### src/rtl/mem_arbiter.sv
// Round-robin arbiter between fetch (IF) and MMU (DM) ports for a single shared memory,
// sequencing one transaction at a time with a watchdog abort.
module mem_arbiter #(
   parameter int unsigned ADDR_WIDTH = 32,
   parameter int unsigned DATA_WIDTH = 32,
   parameter int unsigned TIMEOUT    = 255
) (
   input  logic                  clk,
   input  logic                  reset,
   input  logic                  if_req_valid,
   input  logic [ADDR_WIDTH-1:0] if_addr,
   output logic                  if_grant,
   output logic                  if_data_valid,
   output logic [DATA_WIDTH-1:0] if_rdata,
   input  logic                  dm_req_valid,
   input  logic                  dm_we,
   input  logic [ADDR_WIDTH-1:0] dm_addr,
   input  logic [DATA_WIDTH-1:0] dm_wdata,
   output logic                  dm_grant,
   output logic                  dm_data_valid,
   output logic [DATA_WIDTH-1:0] dm_rdata,
   output logic                  mem_req,
   output logic                  mem_we,
   output logic [ADDR_WIDTH-1:0] mem_addr,
   output logic [DATA_WIDTH-1:0] mem_wdata,
   input  logic                  mem_ready,
   input  logic                  mem_rvalid,
   input  logic [DATA_WIDTH-1:0] mem_rdata,
   output logic                  timeout_err
);

   localparam int unsigned CNT_W = (TIMEOUT == 0) ? 1 : $clog2(TIMEOUT + 1);
   localparam logic [CNT_W-1:0] CNT_MAX = '1;
   localparam logic OWN_IF = 1'b0;
   localparam logic OWN_DM = 1'b1;

   typedef enum logic [1:0] {IDLE, ISSUE, WAIT, RESP} state_t;

   state_t                state, state_nxt;
   logic                  owner, owner_nxt;
   logic                  last_owner, last_owner_nxt;
   logic [CNT_W-1:0]      cnt, cnt_nxt, cnt_inc;
   logic                  wd_fire, pick_dm;
   logic                  mem_req_nxt, mem_we_nxt;
   logic [ADDR_WIDTH-1:0] mem_addr_nxt;
   logic [DATA_WIDTH-1:0] mem_wdata_nxt, if_rdata_nxt, dm_rdata_nxt, resp_data;
   logic                  if_grant_nxt, dm_grant_nxt, if_dv_nxt, dm_dv_nxt, timeout_nxt;

   // State and registered outputs
   always_ff @(posedge clk) begin
      if (reset) begin
         state         <= IDLE;
         owner         <= OWN_IF;
         last_owner    <= OWN_DM;
         cnt           <= '0;
         mem_req       <= 1'b0;
         mem_we        <= 1'b0;
         mem_addr      <= '0;
         mem_wdata     <= '0;
         if_grant      <= 1'b0;
         dm_grant      <= 1'b0;
         if_data_valid <= 1'b0;
         dm_data_valid <= 1'b0;
         if_rdata      <= '0;
         dm_rdata      <= '0;
         timeout_err   <= 1'b0;
      end else begin
         state         <= state_nxt;
         owner         <= owner_nxt;
         last_owner    <= last_owner_nxt;
         cnt           <= cnt_nxt;
         mem_req       <= mem_req_nxt;
         mem_we        <= mem_we_nxt;
         mem_addr      <= mem_addr_nxt;
         mem_wdata     <= mem_wdata_nxt;
         if_grant      <= if_grant_nxt;
         dm_grant      <= dm_grant_nxt;
         if_data_valid <= if_dv_nxt;
         dm_data_valid <= dm_dv_nxt;
         if_rdata      <= if_rdata_nxt;
         dm_rdata      <= dm_rdata_nxt;
         timeout_err   <= timeout_nxt;
      end
   end

   // Next-state and output logic
   always_comb begin
      state_nxt      = state;
      owner_nxt      = owner;
      last_owner_nxt = last_owner;
      cnt_nxt        = cnt;
      mem_req_nxt    = mem_req;
      mem_we_nxt     = mem_we;
      mem_addr_nxt   = mem_addr;
      mem_wdata_nxt  = mem_wdata;
      if_grant_nxt   = 1'b0;
      dm_grant_nxt   = 1'b0;
      if_dv_nxt      = 1'b0;
      dm_dv_nxt      = 1'b0;
      if_rdata_nxt   = if_rdata;
      dm_rdata_nxt   = dm_rdata;
      timeout_nxt    = 1'b0;
      pick_dm        = dm_req_valid && (!if_req_valid || (last_owner == OWN_IF));
      resp_data      = mem_we ? '0 : mem_rdata;
      // Saturating count; the abort fires on the cycle the count would reach TIMEOUT
      cnt_inc        = (cnt == CNT_MAX) ? cnt : cnt + CNT_W'(1);
      wd_fire        = (TIMEOUT != 0) && (cnt_inc == CNT_W'(TIMEOUT));

      case (state)
         IDLE: begin
            if (if_req_valid || dm_req_valid) begin
               owner_nxt   = pick_dm;
               mem_req_nxt = 1'b1;
               cnt_nxt     = '0;
               state_nxt   = ISSUE;
               if (pick_dm) begin
                  mem_we_nxt    = dm_we;
                  mem_addr_nxt  = dm_addr;
                  mem_wdata_nxt = dm_wdata;
                  dm_grant_nxt  = 1'b1;
               end else begin
                  mem_we_nxt    = 1'b0;
                  mem_addr_nxt  = if_addr;
                  mem_wdata_nxt = '0;
                  if_grant_nxt  = 1'b1;
               end
            end
         end
         ISSUE: begin
            cnt_nxt = cnt_inc;
            if (wd_fire || mem_ready) begin
               mem_req_nxt = 1'b0;
               state_nxt   = wd_fire ? RESP : WAIT;
            end
            if (wd_fire) begin
               timeout_nxt = 1'b1;
               if (owner == OWN_DM) begin
                  dm_dv_nxt    = 1'b1;
                  dm_rdata_nxt = '0;
               end else begin
                  if_dv_nxt    = 1'b1;
                  if_rdata_nxt = '0;
               end
            end
         end
         WAIT: begin
            cnt_nxt = cnt_inc;
            // A genuine response takes priority over an abort in the same cycle
            if (mem_rvalid || wd_fire) begin
               state_nxt   = RESP;
               timeout_nxt = !mem_rvalid;
               if (owner == OWN_DM) begin
                  dm_dv_nxt    = 1'b1;
                  dm_rdata_nxt = mem_rvalid ? resp_data : '0;
               end else begin
                  if_dv_nxt    = 1'b1;
                  if_rdata_nxt = mem_rvalid ? resp_data : '0;
               end
            end
         end
         RESP: begin
            last_owner_nxt = owner;
            state_nxt      = IDLE;
         end
         default: state_nxt = IDLE;
      endcase
   end

endmodule

### config.mk
export PLATFORM = sky130hd
export DESIGN_NAME = mem_arbiter
export DESIGN_NICKNAME = d
export VERILOG_FILES = /design/src/rtl/mem_arbiter.sv
export SDC_FILE = /design/constraint.sdc
export NUM_CORES = 1
export LEC_CHECK = 0
export ABC_AREA = 1
export CAP_MARGIN = 10
export CORE_ASPECT_RATIO = 2
export CORE_UTILIZATION = 30
export CTS_CLUSTER_DIAMETER = 150
export CTS_CLUSTER_SIZE = 30
export DETAILED_ROUTE_END_ITERATION = 7
export DONT_BUFFER_PORTS = 1
export PLACE_DENSITY = 0.5
export SLEW_MARGIN = 15
export SYNTH_ARGS = -nofsm -noshare
export SYNTH_HDL_FRONTEND = slang
export SYNTH_SLANG_ARGS = --single-unit
### constraint.sdc
create_clock -name clk -period 2.45 [get_ports clk]
set_input_delay 0.1225 -clock clk [delete_from_list [all_inputs] [get_ports clk]]
set_output_delay 0.1225 -clock clk [all_outputs]
set_load 0.005 [all_outputs]
==> results of run 1 <==
==> routing by layer <==
layer | share of wire [%] | GRT usage [%]
met1 | 37 | 18.8
met2 | 55 | 37.2
met3 | 5.5 | 4.45
met4 | 2.0 | 8.21
met5 | 0 | 0
==> placed cells by master (no fill, tap or decap), types with 3 or more instances in the layout <==
cell / netlist / layout
clkbuf_16: 0 / 17
inv_1: 52 / 51
dlygate4sd3_1: 0 / 128
nand2_2: 2 / 3
buf_4: 0 / 12
o21ai_0: 35 / 35
clkinvlp_4: 0 / 4
ha_1: 5 / 5
nand2_1: 216 / 215
buf_12: 1 / 3
nand3_1: 45 / 45
nand3_2: 4 / 4
bufinv_16: 0 / 3
a31oi_1: 32 / 32
nand4_1: 65 / 65
dfxtp_1: 147 / 147
nor3_1: 3 / 3
nor2_1: 47 / 47
a21oi_1: 112 / 111
==> cells in the mapped netlist, types with 2 or more instances <==
cell        n
nand3_2     4
inv_1      52
buf_6       6
clkbuf_1   55
nor2_4      2
o21ai_0    35
nand2_2     2
a31oi_1    32
a21oi_1   112
buf_2       7
nor2_1     47
nand2_4     2
nand4_1    65
nor3_1      3
ha_1        5
clkinv_1    2
dfxtp_1   147
nand3_1    45
nand2_1   216
==> through the flow <==
step           instance area, um^2  total power [mW]  utilization [%]  setup WS (ns)
2_1_floorplan                 6240              4.73                -          0.614
3_3_place_gp                  6410              5.30             31.4          0.325
3_5_place_dp                  6410              5.29             31.4          0.252
4_1_cts                       8330              8.50             40.9          0.205
5_1_grt                       8330              8.90             40.9         0.0268
6_report                      8330              8.43             40.9          0.195
==> flip-flops by register name, indices dropped and copies added (netlist names) <==
| register | flops |
|---|---|
| mem_addr | 32 |
| if_rdata | 32 |
| mem_req | 1 |
| if_data_valid | 1 |
| if_grant | 1 |
| mem_we | 1 |
| dm_data_valid | 1 |
| timeout_err | 1 |
| state | 2 |
| owner | 1 |
| dm_rdata | 32 |
| mem_wdata | 32 |
| cnt | 8 |
| last_owner | 1 |
| dm_grant | 1 |
==> path summary, 6_finish.rpt <==
kind | to | slack (ns)
worst max-delay path | mem_wdata[0] | 0.19
worst max register to register | mem_wdata[0] | 0.19
worst min-delay path | if_rdata[29] | 0.01
worst min register to register | if_rdata[1] | 0.48
==> where the power goes <==
| part | internal, mW | switching (mW) |
|---|---|---|
| Sequential | 2.72 | 0.297 |
| Clock | 1.66 | 1.08 |
| Combinational | 0.899 | 1.77 |
| Total | 5.29 | 3.14 |
==> logic make-up after synthesis <==
group / share of synthesized area (%)
AND/OR/NAND/NOR: 27.9
adder cells (fa/ha/maj): 1.00
buffers and inverters: 8.58
XOR/XNOR: 0.140
AO/OA/AOI/OAI: 15.2
flip-flops: 47.1
==> worst min-delay path: stages <==
cell and delay (ns):
inv_1 0.04, nor2_1 0.06, nand4_1 0.09, a21oi_1 0.06
==> repair_timing <==
| item | CTS | global route |
|---|---|---|
| gates resized for setup | 0 | 0 |
| endpoints found under the setup margin | 0 | 0 |
| endpoints found under the hold margin | 144 | 0 |
| hold buffers | 129 | 0 |
==> cell type report <==
class	count	area, um^2	area share (%)
well taps	266	333	4.00
diodes	1	2.50	0.0300
flip-flops and latches	147	2940	35.3
clock inverters	11	151	1.82
multi-input cells	575	2780	33.3
repair buffers	144	1460	17.5
inverters	54	203	2.43
clock buffers	21	460	5.53
==> results.json, run 1 <==
{
  "yosysTopAreaCell": "dfxtp_1",
  "min-delay-path-class": "input port to flip-flop",
  "cts_buffers": 17,
  "setup_tns_ns": 0,
  "cpMaxStageDelayCell": "dlygate4sd3_1",
  "track_usage_pct": 19.0,
  "min_period_ns": 2.26,
  "cts_tree": "yes",
  "cts_setup_buffers": 0,
  "synth-async-reset-ratio_pct": 0,
  "antenna_found_initial": 1,
  "netlist.area_leader.share_pct": 47.1,
  "synth-edff-count": 0,
  "wl_per_cell_um": 17.2,
  "port_buffers": 0,
  "synthDistinctLibCells": 26,
  "r2r-start": "state[0]",
  "yosysWarnings": 0,
  "drive_gt1_share_pct": 6.30,
  "dr.pass1.iters": 5,
  "crit_path_end_kind": "flip-flop",
  "critPathLaunch": "state[0]",
  "drt_iter0_markers": 284,
  "synth_seq_cells": 147,
  "grt_pass1_vias": 6084,
  "power_density_nw_per_um2": 1010,
  "path_max_fanout": 36,
  "clock-root-buffer": "clkbuf_16",
  "holdWs_ns": 0.0106,
  "drt-total-wl_um": 21000,
  "io_pins": 270,
  "final_nets": 1079,
  "cp.depth": 9,
  "overflow": 0,
  "slew_headroom_pct": 59.3,
  "worst_slew_pin_slew_ns": 0.610,
  "path_common_cell": "inv_1",
  "leakage_nw": 3.16,
  "syn2layout_area_growth_pct": 33.4,
  "hold_depth": 4,
  "nFillCells": 2080,
  "finalSetupViolCount": 0,
  "antenna_left": 0,
  "slowest_delay_ns": 0.56,
  "crit_path_start_kind": "flip-flop",
  "yosys-top-cells-area": "dfxtp_1, nand2_1, a21oi_1",
  "skew_ns": 0.0115,
  "die-area_um2": 21400,
  "grt_max_degree": 113,
  "critPathTopFamily": "buffers and inverters",
  "rows": 74,
  "cts_sinks": 147,
  "rsz0062_at_grt": "false",
  "num_vias": 6170,
  "post-dp-hpwl_um": 13000,
  "die_h_um": 206,
  "dieWidth_um": 104,
  "via_per_inst": 5.06,
  "syn_avg_cell_area_um2": 7.38,
  "worstPathRequired_ns": 2.81,
  "worstHoldStart": "mem_rdata[29]",
  "status": "completed",
  "gp_congestion": 0.785,
  "min_period_over_period_pct": 92.1,
  "synth_cells": 846,
  "clock_path_buffers": 2,
  "ys_seq_area_share_pct": 47.1,
  "syn_area_um2": 6240,
  "hold_viol": 0,
  "crit_buf_inv": 5,
  "core_um2": 20400,
  "start_util_pct": 30.6,
  "drv_cap": 0,
  "grt_pass1_wl_um": 32100,
  "htreeDepth": 4,
  "final_cells": 1219,
  "ir_drop_uv": 496,
  "fmax_ghz": 0.443,
  "path_cells": "inv_1 -> ha_1 -> inv_1 -> a21oi_4 -> clkinv_1 -> buf_4 -> nand2_1 -> a21oi_1 -> dlygate4sd3_1",
  "syn-num-nets": 986,
  "drc_errors": 0,
  "critical_path_class": "flip-flop to flip-flop",
  "synth-main-ff-cell": "dfxtp_1",
  "clk_pin_slew_worst_paths_ns": 0.07,
  "clk_latency_ns": 0.42,
  "dp.cells": 1057,
  "r2r_cells": 9,
  "drv_slew": 0,
  "cp.arrival_ns": 2.61
}
Note: power is estimated with default switching activity, not from simulation.
==> inputs of run 2 (changes only) <==
- BUFFER_PORTS_ARGS: not set -> -buffer_cell sky130_fd_sc_hd__clkbuf_2
- CTS_CLUSTER_DIAMETER: 150 -> 40
- DONT_BUFFER_PORTS: 1 -> not set
- PLACE_DENSITY: 0.5 -> 0.61
==> run 2 against run 1 <==
  * Core utilization grew 4.8 points
  * Wire length grew 3.8%
  * Global-route usage grew 1.3 points
  * Worst hold slack gained 0.045 ns
  * Critical path depth shrank 1
  * Final cell count grew 19%
  * Maximum frequency grew 1.9%
  * Worst setup slack gained 0.042 ns
  * Die area is the same
  * First-iteration DRC count grew 3.2%
  * Non-clock buffer count grew 238
  * Combinational power grew 14%
  * Largest cell class unchanged
  * Largest power group is now combinational logic
==> results.json, run 2 (same netlist as run 1, synthesis figures left out) <==
{
  "min_period_over_period_pct": 90.3,
  "io_pins": 270,
  "wl_per_cell_um": 15.0,
  "clk_latency_ns": 0.42,
  "dieWidth_um": 104,
  "cts_setup_buffers": 0,
  "rows": 74,
  "port_buffers": 269,
  "r2r-start": "state[0]",
  "critical_path_class": "flip-flop to flip-flop",
  "gp_congestion": 0.844,
  "layout_common_cells": "clkbuf_2, nand2_1, dfxtp_1, a21oi_1, dlygate4sd3_1",
  "drc_errors": 0,
  "diodes": 0,
  "worst_slew_pin_slew_ns": 0.560,
  "r2r-end": "mem_addr[14]",
  "via_per_inst": 4.86,
  "regArea_um2": 2940,
  "min_period_ns": 2.21,
  "hold_viol": 0,
  "cp.arrival_ns": 2.57,
  "die_h_um": 206,
  "clock_path_buffers": 2,
  "ir_drop_uv": 516,
  "drv_slew": 0,
  "crit_path_start_kind": "flip-flop",
  "overflow": 0,
  "drt-total-wl_um": 21800,
  "grt_pass1_vias": 7010,
  "leakage_nw": 4.18,
  "cts_sinks": 147,
  "post-dp-hpwl_um": 14000,
  "crit_path_end_kind": "flip-flop",
  "antenna_found_initial": 0,
  "clock-root-buffer": "clkbuf_16",
  "power_density_nw_per_um2": 914,
  "path_max_fanout": 65,
  "dr.pass1.iters": 4,
  "grt_max_degree": 74,
  "status": "completed",
  "worstHoldStart": "mem_rdata[8]",
  "min_to": "dm_rdata[8]",
  "layout_commonest_cell": "clkbuf_2",
  "holdWs_ns": 0.0559,
  "cts_tree": "yes",
  "wl_met1_um": 7870,
  "core_um2": 20400,
  "fmax_ghz": 0.452,
  "drt_iter0_markers": 293,
  "die-area_um2": 21400,
  "skew_ns": 0.0109,
  "clk_pin_slew_worst_paths_ns": 0.07,
  "wl_met3_um": 1020,
  "drive_gt1_share_pct": 27.5,
  "cts_buffers": 17,
  "setup_tns_ns": 0,
  "slew_headroom_pct": 62.5,
  "multi_input_area_um2": 2780,
  "nFillCells": 2039,
  "track_usage_pct": 20.3,
  "start_util_pct": 30.6,
  "final_nets": 1317,
  "highest_layer": "met4",
  "rrSetupSlack_ns": 0.24,
  "finalSetupViolCount": 0,
  "drv_cap": 0,
  "worstPathRequired_ns": 2.81,
  "r2r_cells": 8,
  "rsz0062_at_grt": "false",
  "htreeDepth": 4,
  "num_vias": 7075,
  "antenna_left": 0,
  "grt_pass1_wl_um": 34500,
  "syn2layout_area_growth_pct": 49.2,
  "hold_depth": 5,
  "wl_met2_um": 11900,
  "min-delay-path-class": "input port to flip-flop"
}
run 2: cell count changes in the layout (fill, tap and decap cells not counted), sizes merged:
| cell | previous run | this run |
|---|---|---|
| buf | 16 | 17 |
| diode | 1 | 0 |
| bufinv | 3 | 2 |
| clkbuf | 21 | 288 |
| clkinv | 4 | 5 |
| dlygate4sd3 | 128 | 97 |
run 2: critical path, stage by stage, from the launching register on:
cell and delay (ns):
dfxtp_1 0.35, inv_1 0.11, ha_1 0.20, inv_1 0.12
a21oi_4 0.16, buf_8 0.30, o21ai_0 0.12, a31oi_1 0.18
dlygate4sd3_1 0.59
run 2: per-stage QoR:
stage	utilization (%)	cell area (um^2)	worst slack (ns)	instances	total power, mW
3_3_place_gp	38.1	7760	0.336	1327	5.61
5_1_grt	45.7	9310	0.0163	1455	9.07
6_report	45.7	9310	0.237	1455	8.51
4_1_cts	45.7	9300	0.123	1455	8.57
2_1_floorplan	-	6240	0.614	846	4.73
3_5_place_dp	38.1	7760	0.236	1327	5.62
run 2: final cells by class:
type | instances | area share (%)
clock buffer | 20 | 4.69
clock inverter | 11 | 1.40
inverter | 54 | 2.18
multi-input combinational | 575 | 29.8
sequential | 147 | 31.6
tap | 266 | 3.57
timing repair buffer | 382 | 26.7
run 2: how the worst max path moves through the flow:
stage               startpoint  cells after the start      endpoint
floorplan               cnt[0]                     13   dm_rdata[0]
global placement        cnt[0]                     14  if_rdata[24]
detailed placement      cnt[0]                     14  if_rdata[17]
CTS                   state[0]                      8  mem_addr[22]
global route            cnt[0]                     14  dm_rdata[20]
finish                state[0]                      8  mem_addr[14]
run 2: repair_timing:
action	CTS	global route
setup endpoints to repair	0	45
endpoints found under the hold margin	65	0
hold buffers	97	0
resized for setup	0	4
run 2: where the power goes:
part	switching, mW	internal (mW)
Clock	1.05	1.50
Combinational	1.93	1.11
Sequential	0.186	2.72
Total	3.17	5.34
run 2: layer usage:
layer	vias up	global-route usage, %
met3	54	3.94
met1	3255	20.3
met4	0	12.8
met2	254	38.2
li1	3512	-
met5	-	0
==> inputs of run 3 (changes only) <==
- REMOVE_ABC_BUFFERS: not set -> 1
==> run 3 against run 2 <==
  * Sequential cell count unchanged
  * Non-clock buffer count up 4
  * Core utilization up 0.57 points
  * Sequential power about the same
  * Clock skew up 0.0012 ns
  * Worst hold slack worse by 0.0091 ns
  * First-iteration DRC count up 64%
  * Count of clock-buffer cells in the layout up 4
  * Critical path type unchanged
  * Critical endpoint is now mem_addr[30]
==> results.json, run 3 (same netlist as run 1, synthesis figures left out) <==
{
  "crit_path_end_kind": "flip-flop",
  "start_util_pct": 30.6,
  "fmax_ghz": 0.434,
  "leakage_nw": 4.25,
  "clock_path_buffers": 2,
  "drt_iter0_markers": 481,
  "core_um2": 20400,
  "dr.pass1.iters": 5,
  "num_vias": 7201,
  "min_to": "mem_addr[2]",
  "slew_headroom_pct": 30.9,
  "drc_errors": 0,
  "power_density_nw_per_um2": 943,
  "drv_slew": 0,
  "cts_tree": "yes",
  "post-dp-hpwl_um": 14700,
  "grt_pass1_wl_um": 35300,
  "rrSetupSlack_ns": 0.15,
  "cts_buffers": 17,
  "path_max_fanout": 50,
  "status": "completed",
  "drv_cap": 0,
  "r2r-start": "state[0]",
  "layout_common_cells": "clkbuf_2, nand2_1, dfxtp_1, a21oi_1, dlygate4sd3_1",
  "worst_slew_pin_slew_ns": 1.04,
  "grt_max_degree": 71,
  "drive_gt1_share_pct": 28.0,
  "hold_viol": 0,
  "clk_pin_slew_worst_paths_ns": 0.06,
  "layout_commonest_cell": "clkbuf_2",
  "gp_congestion": 0.865,
  "drt-total-wl_um": 22600,
  "crit_path_start_kind": "flip-flop",
  "cts_sinks": 147,
  "final_core_util_pct": 46.3,
  "r2r-end": "mem_addr[30]",
  "antenna_found_initial": 0,
  "diodes": 0,
  "skew_ns": 0.0122,
  "critPathTopFamily": "buffers and inverters",
  "crit_buf_inv": 4,
  "antenna_left": 0,
  "rows": 74,
  "final_nets": 1321,
  "slowest_delay_ns": 0.60,
  "dieWidth_um": 104,
  "grt_pass1_vias": 7091,
  "cpMaxStageDelayCell": "dlygate4sd3_1",
  "port_buffers": 269,
  "worstPathRequired_ns": 2.80,
  "critical_path_class": "flip-flop to flip-flop",
  "setup_tns_ns": 0,
  "clk_latency_ns": 0.42,
  "r2r_cells": 8,
  "io_pins": 270,
  "finalSetupViolCount": 0,
  "die-area_um2": 21400,
  "hold_depth": 3,
  "clock-root-buffer": "clkbuf_16",
  "holdWs_ns": 0.0469,
  "cp.arrival_ns": 2.66,
  "die_h_um": 206,
  "via_per_inst": 4.93,
  "critPathLaunch": "state[0]",
  "wl_per_cell_um": 15.5,
  "htreeDepth": 4,
  "report.power.total_mw": 8.89,
  "ir_drop_uv": 476,
  "rsz0062_at_grt": "false",
  "path_cells": "inv_1 -> ha_1 -> inv_1 -> a21oi_4 -> buf_6 -> o21ai_0 -> a31oi_1 -> dlygate4sd3_1",
  "min_period_over_period_pct": 94.0,
  "dpl_cell_area_um2": 7790,
  "final_cell_area_um2": 9430,
  "min-delay-path-class": "input port to flip-flop",
  "min_period_ns": 2.30,
  "worstHoldStart": "dm_addr[2]",
  "cts_setup_buffers": 0,
  "track_usage_pct": 20.8,
  "overflow": 0,
  "syn2layout_area_growth_pct": 51.0,
  "path_common_cell": "inv_1"
}
[run 3: cell types whose count changed in the layout (fill, tap and decap cells not counted), moves of 2 or more]
cell        delta
clkbuf_8       +5
clkinvlp_4     -3
bufinv_16      +2
buf_4          +4
inv_6          -2
[run 3: cell type report]
class | count | area [um^2]
clock buffer | 24 | 502
inverter | 54 | 203
tap | 266 | 333
timing repair buffer | 386 | 2510
sequential | 147 | 2940
fill | 2075 | 10900
multi-input combinational | 575 | 2790
clock inverter | 8 | 146
[run 3: per-stage QoR]
| step | worst slack [ns] | instances |
|---|---|---|
| 2_1_floorplan | -2.88 | 776 |
| 4_1_cts | 0.121 | 1460 |
| 5_1_grt | 0.00407 | 1460 |
| 3_3_place_gp | 0.180 | 1332 |
| 6_report | 0.147 | 1460 |
| 3_5_place_dp | 0.135 | 1332 |
[run 3: power by group]
| part | total, mW | internal (mW) | leakage, nW | switching (mW) |
|---|---|---|---|---|
| sequential | 2.91 | 2.72 | 1.20 | 0.184 |
| combinational | 3.13 | 1.14 | 2.74 | 1.99 |
| clock | 2.85 | 1.84 | 0.316 | 1.01 |
[run 3: timing repair]
| item | 4_1_cts | 5_1_grt |
|---|---|---|
| hold buffers | 96 | 0 |
| hold endpoints to repair | 65 | 0 |
| resized for setup | 0 | 7 |
| setup endpoints to repair | 0 | 60 |
[run 3: how the worst max path moves through the flow]
stage | to | slack [ns] | depth (start not counted)
after floorplan | dm_grant | -2.88 | 6
after global placement | if_rdata[17] | 0.18 | 12
after detailed placement | dm_rdata[17] | 0.14 | 12
after CTS | dm_rdata[4] | 0.12 | 12
after global routing | if_rdata[26] | 0.004 | 14
final | mem_addr[30] | 0.15 | 8
[run 3: routing by layer]
layer / global-route usage [%] / vias to the layer above / share of wire [%]
met5: 0 / - / 0
met2: 37.7 / 247 / 52
met4: 13.2 / 0 / 4.8
li1: - / 3519 / -
met3: 3.82 / 62 / 4.1
met1: 22.1 / 3373 / 39
[run 3: worst reg2reg max path: stages (launching register included)]
cell and delay (ns):
dfxtp_1 0.37, inv_1 0.12, ha_1 0.18, inv_1 0.12, a21oi_4 0.17, buf_6 0.31
o21ai_0 0.15, a31oi_1 0.23, dlygate4sd3_1 0.60
